## src/rtl/eth_cmd_pkg.sv

```systemverilog
// -----------------------------------------------------------------------------
// eth_cmd_pkg
// Shared types and constants for the Ethernet command-frame parser.
//   state_t    : parser FSM states
//   HEAD0_DEF  : default first header byte
//   HEAD1_DEF  : default second header byte
//   FRAME_LEN  : bytes per command frame (HEAD0, HEAD1, btype, cmd_hi, cmd_lo, chk)
//   BTYPE_W    : width of the btype field
//   CMD_W      : width of the command word
//   frame_chk  : checksum over the btype and command bytes
// -----------------------------------------------------------------------------
package eth_cmd_pkg;

  typedef enum logic [3:0] {
    ST_IDLE,
    ST_H1,
    ST_BT,
    ST_CH,
    ST_CL,
    ST_CK,
    ST_DRAIN,
    ST_FLAG,
    ST_WAIT
  } state_t;

  localparam logic [7:0] HEAD0_DEF = 8'h55;
  localparam logic [7:0] HEAD1_DEF = 8'hAA;
  localparam int         FRAME_LEN = 6;
  localparam int         BTYPE_W   = 4;
  localparam int         CMD_W     = 16;

  function automatic logic [7:0] frame_chk(input logic [7:0] b2,
                                           input logic [7:0] b3,
                                           input logic [7:0] b4);
    return b2 ^ b3 ^ b4;
  endfunction

endpackage

```

## src/rtl/eth_cmd_gap_timer.sv

```systemverilog
// -----------------------------------------------------------------------------
// eth_cmd_gap_timer
// Counts idle cycles (no rx_valid) while the parser is inside a frame and
// pulses expire on the GAP_MAX-th consecutive idle cycle.
//   clk, rst : clock, asynchronous active-low reset
//   enable   : parser is inside a frame (H1..CK or DRAIN)
//   clear    : a byte arrived this cycle; restarts the count
//   expire   : single-cycle terminal pulse, combinational from count/inputs
// -----------------------------------------------------------------------------
module eth_cmd_gap_timer #(
  parameter logic [15:0] GAP_MAX = 16'd1000
) (
  input  logic clk,
  input  logic rst,
  input  logic enable,
  input  logic clear,
  output logic expire
);

  logic [15:0] cnt;

  // The count already holds GAP_MAX-1 idle cycles, so this idle cycle is
  // the GAP_MAX-th one and the parser must abort on this edge.
  assign expire = enable && !clear && (cnt == GAP_MAX - 16'd1);

  always_ff @(posedge clk or negedge rst) begin
    if (!rst) begin
      cnt <= '0;
    end else if (!enable || clear || expire) begin
      // NOTE: sequential state uses non-blocking assignments so every flop
      // samples pre-edge values regardless of block ordering.
      cnt <= '0;
    end else begin
      cnt <= cnt + 16'd1;
    end
  end

endmodule

```

## src/rtl/eth_cmd_parse.sv

```systemverilog
// -----------------------------------------------------------------------------
// eth_cmd_parse
// Parses one 6-byte command frame from the RX MAC payload stream, validates
// header/btype/checksum and presents btype + command to the console's ETH
// section through a 4-phase fs_read/fd_read handshake.
//   clk, rst   : clock, asynchronous active-low reset
//   rx_data    : payload byte
//   rx_valid   : rx_data valid this cycle
//   rx_last    : final byte of a frame (qualified by rx_valid)
//   fs_read    : new command available, held until fd_read
//   fd_read    : consumer has taken the command
//   read_btype : btype of the last accepted frame
//   com_cmd    : command word {cmd_hi, cmd_lo} of the last accepted frame
//   err_cnt    : saturating count of rejected/dropped frames
//   busy       : parser is not in IDLE
// -----------------------------------------------------------------------------
module eth_cmd_parse
  import eth_cmd_pkg::*;
#(
  parameter logic [7:0]  HEAD0   = HEAD0_DEF,
  parameter logic [7:0]  HEAD1   = HEAD1_DEF,
  parameter logic [15:0] GAP_MAX = 16'd1000,
  parameter int          ERR_W   = 8
) (
  input  logic               clk,
  input  logic               rst,
  input  logic [7:0]         rx_data,
  input  logic               rx_valid,
  input  logic               rx_last,
  output logic               fs_read,
  input  logic               fd_read,
  output logic [BTYPE_W-1:0] read_btype,
  output logic [CMD_W-1:0]   com_cmd,
  output logic [ERR_W-1:0]   err_cnt,
  output logic               busy
);

  state_t             state;
  logic [BTYPE_W-1:0] btype_sh;
  logic [7:0]         cmd_hi_sh;
  logic [7:0]         cmd_lo_sh;
  logic               in_frame;
  logic               gap_expire;
  logic               byte_last;
  logic [7:0]         chk_exp;

  assign in_frame  = state inside {ST_H1, ST_BT, ST_CH, ST_CL, ST_CK, ST_DRAIN};
  assign byte_last = rx_valid && rx_last;
  assign chk_exp   = frame_chk({4'h0, btype_sh}, cmd_hi_sh, cmd_lo_sh);
  assign busy      = (state != ST_IDLE);

  eth_cmd_gap_timer #(
    .GAP_MAX (GAP_MAX)
  ) u_gap_timer (
    .clk    (clk),
    .rst    (rst),
    .enable (in_frame),
    .clear  (rx_valid),
    .expire (gap_expire)
  );

  // Saturating increment; at most one error event can occur per cycle since
  // a timeout requires an idle cycle and every other event requires a byte.
  function automatic logic [ERR_W-1:0] bump(input logic [ERR_W-1:0] c);
    return (&c) ? c : c + 1'b1;
  endfunction

  always_ff @(posedge clk or negedge rst) begin
    if (!rst) begin
      state      <= ST_IDLE;
      fs_read    <= 1'b0;
      read_btype <= '0;
      com_cmd    <= '0;
      err_cnt    <= '0;
      btype_sh   <= '0;
      cmd_hi_sh  <= '0;
      cmd_lo_sh  <= '0;
    end else if (gap_expire) begin
      // DRAIN already counted the error for this frame.
      if (state != ST_DRAIN) err_cnt <= bump(err_cnt);
      state <= ST_IDLE;
    end else begin
      case (state)
        ST_IDLE: begin
          if (rx_valid) begin
            if (rx_data == HEAD0 && !rx_last) state <= ST_H1;
            else if (rx_last)                 err_cnt <= bump(err_cnt);
          end
        end

        ST_H1: begin
          if (rx_valid) begin
            if (rx_data != HEAD1 || rx_last) begin
              err_cnt <= bump(err_cnt);
              state   <= rx_last ? ST_IDLE : ST_DRAIN;
            end else begin
              state <= ST_BT;
            end
          end
        end

        ST_BT: begin
          if (rx_valid) begin
            if (rx_data[7:4] != 4'h0 || rx_last) begin
              err_cnt <= bump(err_cnt);
              state   <= rx_last ? ST_IDLE : ST_DRAIN;
            end else begin
              btype_sh <= rx_data[3:0];
              state    <= ST_CH;
            end
          end
        end

        ST_CH: begin
          if (rx_valid) begin
            if (rx_last) begin
              err_cnt <= bump(err_cnt);
              state   <= ST_IDLE;
            end else begin
              cmd_hi_sh <= rx_data;
              state     <= ST_CL;
            end
          end
        end

        ST_CL: begin
          if (rx_valid) begin
            if (rx_last) begin
              err_cnt <= bump(err_cnt);
              state   <= ST_IDLE;
            end else begin
              cmd_lo_sh <= rx_data;
              state     <= ST_CK;
            end
          end
        end

        ST_CK: begin
          if (rx_valid) begin
            if (rx_last && rx_data == chk_exp) begin
              // Outputs only move for accepted frames.
              read_btype <= btype_sh;
              com_cmd    <= {cmd_hi_sh, cmd_lo_sh};
              fs_read    <= 1'b1;
              state      <= ST_FLAG;
            end else begin
              err_cnt <= bump(err_cnt);
              state   <= rx_last ? ST_IDLE : ST_DRAIN;
            end
          end
        end

        ST_DRAIN: begin
          if (byte_last) state <= ST_IDLE;
        end

        ST_FLAG: begin
          if (byte_last) err_cnt <= bump(err_cnt);
          if (fd_read) begin
            fs_read <= 1'b0;
            state   <= ST_WAIT;
          end
        end

        ST_WAIT: begin
          if (byte_last) err_cnt <= bump(err_cnt);
          if (!fd_read) state <= ST_IDLE;
        end

        // NOTE: an explicit default recovers from any unused encoding
        // instead of leaving the state register stuck.
        default: state <= ST_IDLE;
      endcase
    end
  end

endmodule

```

## config.mk

```make
export PLATFORM = sky130hd
export DESIGN_NAME = eth_cmd_parse
export DESIGN_NICKNAME = d
export VERILOG_FILES = /design/src/rtl/eth_cmd_pkg.sv /design/src/rtl/eth_cmd_gap_timer.sv /design/src/rtl/eth_cmd_parse.sv
export SDC_FILE = /design/constraint.sdc
export NUM_CORES = 1
export LEC_CHECK = 0
export BUFFER_PORTS_ARGS = -buffer_cell sky130_fd_sc_hd__buf_2
export CORE_UTILIZATION = 45
export DETAILED_ROUTE_END_ITERATION = 16
export PLACE_DENSITY = 0.61
export RECOVER_POWER = 100
export SLEW_MARGIN = 20
export SYNTH_ARGS = -nofsm -noshare
export SYNTH_HDL_FRONTEND = slang
export SYNTH_SLANG_ARGS = --single-unit
```

## constraint.sdc

```tcl
create_clock -name clk -period 4.9 [get_ports clk]
set_input_delay 0.49 -clock clk [delete_from_list [all_inputs] [get_ports clk]]
set_output_delay 0.49 -clock clk [all_outputs]
set_load 0.05 [all_outputs]
```

==> flow_summary.ini <==
[outcome]
status = complete, but fails checks
violations = max-capacitance violations, max-slew violations

[logic_synthesis]
yosys_warnings = 0
synth_edf_count = 0
ys.flop_type = dfrtp_1
synth_common_cells = dfrtp_1 (69), nor2_1 (31), xnor2_1 (28)
syn-num-nets = 341
async_flop_share_pct = 100.0
synth_area_leader_cell = dfrtp_1
syn_inst = 326
synth_area_leaders = dfrtp_1 (47%), mux2_4 (8.6%), xnor2_1 (6.7%), mux2_2 (5.8%), nor2_1 (3.2%)
synth_area_um2 = 3676
synth.avg_cell_area_um2 = 11.28
synth_top_area_share_pct = 46.97
post-synth-top-count-cell = dfrtp_1
seq_area_frac_synth_pct = 46.97
yosysUniqueCellTypes = 53
ys_seq_elements = 69

[power]
p_comb_share_pct = 33.9
intPower_mw = 1.258
p_sw_mw = 0.7867
power.share.sequential_pct = 40.6
peakVddDrop_v = 0.0002047
p_per_area_nw_per_um2 = 504.5
pwr-share-clk_pct = 25.5
leakagePower_nw = 1.784
swShare_pct = 38.47

[critical_path]
critPathKind = register to register
cp-startpoint = cmd_hi_sh[0]
cp_cell_sequence = xor2_1, xnor2_1, nor4_2, and3_1, nand3_1, mux2_1
r2r_start = cmd_hi_sh[0]
cp_slowest_cell = nand3_1
worstPathArrival_ns = 3.01
r2r-end = read_btype[0]
reg2regPathDepth = 6
max_stage_delay_ns = 0.70
worstPathMaxFanout = 20
r2r_setup_slack_ns = 2.11
endpoint_kind = register
crit_path_end = read_btype[0]
cp_data_required_time_ns = 5.12
worstSetupStartpointType = register

[cts]
clkLatencyLatePin_ns = 0.35
cts_setup_buffers = 0
cts_root_buffer = clkbuf_8
clk_pin_slew_worst_paths_ns = 0.09
cts_buffers = 9
numClockSinks = 69
cts_resized = 0
cts_hold_buffers = 1
h-tree-depth = 3
cts_tree = yes
clock_path_buffers = 2

[sta]
setup_slack_ns = 2.114
fin_crit_ns = 2.786
fin_crit_sh_pct = 56.86
hold_viol = 0
tightest_slew_ns = 1.649
slew_violations = 69
slew_headroom_pct = -9.920
whs_ns = 0.4342
rsz0062_at_grt = false
fin_worst_skew_ns = 0.01154
fin_setup_tns_ns = 0
setup_viol = 0
timing.fmax_mhz = 358.9

[die]
row_count = 32
die_area_um2 = 8534
ios = 43
coreArea_um2 = 7807
die_x_um = 92.38
initial_core_util_pct = 47.08
die_y_um = 92.38

[final_layout]
antenna_cells = 0
final_area_um2 = 4054
nets = 385
drive_gt1_share_pct = 16.53
area_delta_synth_final_pct = 10.28
fin_cells = 477

[placement]
place_area_um2 = 3945
dp_hpwl_um = 5116
io_buffers = 42
place_ws_ns = 2.092
gp_congestion = 0.8044
dp_cells = 460

[drt]
drcViolationCount = 0
drt_iter0_markers = 158
viasPerCell = 5.447
dr.pass1.iters = 4
vias = 2598
routedWlPerCell_um = 15.36
ant_nets = 0
drt-total-wl_um = 7328

[grt]
grt_max_degree = 69
grt_remaining_overflow = 0
grt_pass1_wl_um = 12440
grt_usage_pct = 18.78
grt_pass1_vias = 2535
grt_antenna_before_repair = 0

[hold_path]
hold_path_class = input pin to async pin

[run]
maxCapViolCount = 1
[registers in the layout, indices dropped and copies added (netlist names)]
name             cells
com_cmd             16
u_gap_timer.cnt     16
cmd_hi_sh            8
cmd_lo_sh            8
err_cnt              8
btype_sh             4
read_btype           4
state                4
fs_read              1
[placed cells by master (no fill, tap or decap), drive strengths merged, types with 6 or more instances in the layout]
| master | instances |
|---|---|
| nor2 | 31 |
| nand4 | 7 |
| nor3 | 7 |
| nand3 | 17 |
| nor4 | 6 |
| xor2 | 10 |
| clkbuf | 40 |
| dfrtp | 69 |
| o21ai | 8 |
| mux2 | 40 |
| inv | 11 |
| a21oi | 9 |
| buf | 12 |
| and3 | 7 |
| xnor2 | 28 |
| nand2 | 18 |
[layout make-up]
cell class | instances | area (µm²)
clock buffers | 9 | 123.9
repair buffers | 44 | 187.7
multi-input cells | 236 | 1752
inverters | 10 | 37.54
clock inverters | 7 | 98.84
flip-flops and latches | 69 | 1727
well taps | 102 | 127.6
fillers | 744 | 3754
[routing by layer]
layer,GRT usage (%),wire (µm)
met1,26.25,3569
met5,0,0
met4,7.552,150
met2,28.33,3246
met3,3.941,361
[power groups by stage]
stage | Sequential (mW) | Clock, mW | Combinational, mW
2_1_floorplan | 0.875 | 0 | 0.543
3_3_place_gp | 0.842 | 0 | 0.707
3_5_place_dp | 0.846 | 0 | 0.717
4_1_cts | 0.834 | 0.532 | 0.725
5_1_grt | 0.854 | 0.556 | 0.765
6_report | 0.831 | 0.521 | 0.694
[critical path: cells and delay by family, from the launching register on]
family                    cells  cell delay (ns)
xor gates and xnor gates      2             0.33
DFF                           1             0.40
muxes                         1             0.61
and+or+nand+nor               3             1.33
[per-stage QoR]
stage               util [%]  total power [mW]
detailed placement     50.53             1.563
finish                 51.92             2.045
global placement       50.53             1.549
CTS                    53.51             2.091
floorplan                  -             1.418
global route           51.92             2.175
[how the worst min path moves through the flow]
stage | start | slack (ns) | to | cells after the start
floorplan | rst | 0.19 | btype_sh[0] | 0
global placement | rst | 0.27 | com_cmd[12] | 1
detailed placement | rst | 0.27 | com_cmd[12] | 1
CTS | rst | 0.42 | com_cmd[12] | 2
global route | rst | 0.44 | com_cmd[12] | 2
finish | rst | 0.43 | com_cmd[12] | 2
[logic make-up (layout without fill, tap and decap cells)]
group / count (synthesis) / in the layout / share of synthesized area (%)
buffers and inverters: 21 / 70 / 3.097
xor gates and xnor gates: 38 / 38 / 9.054
adders and majority gates: 2 / 2 / 0.6806
and+or+nand+nor: 116 / 116 / 17.90
DFF: 69 / 69 / 46.97
AOI/OAI and AO/OA: 40 / 40 / 7.897
muxes: 40 / 40 / 14.40
No activity file was read; power rests on OpenSTA's default activity.
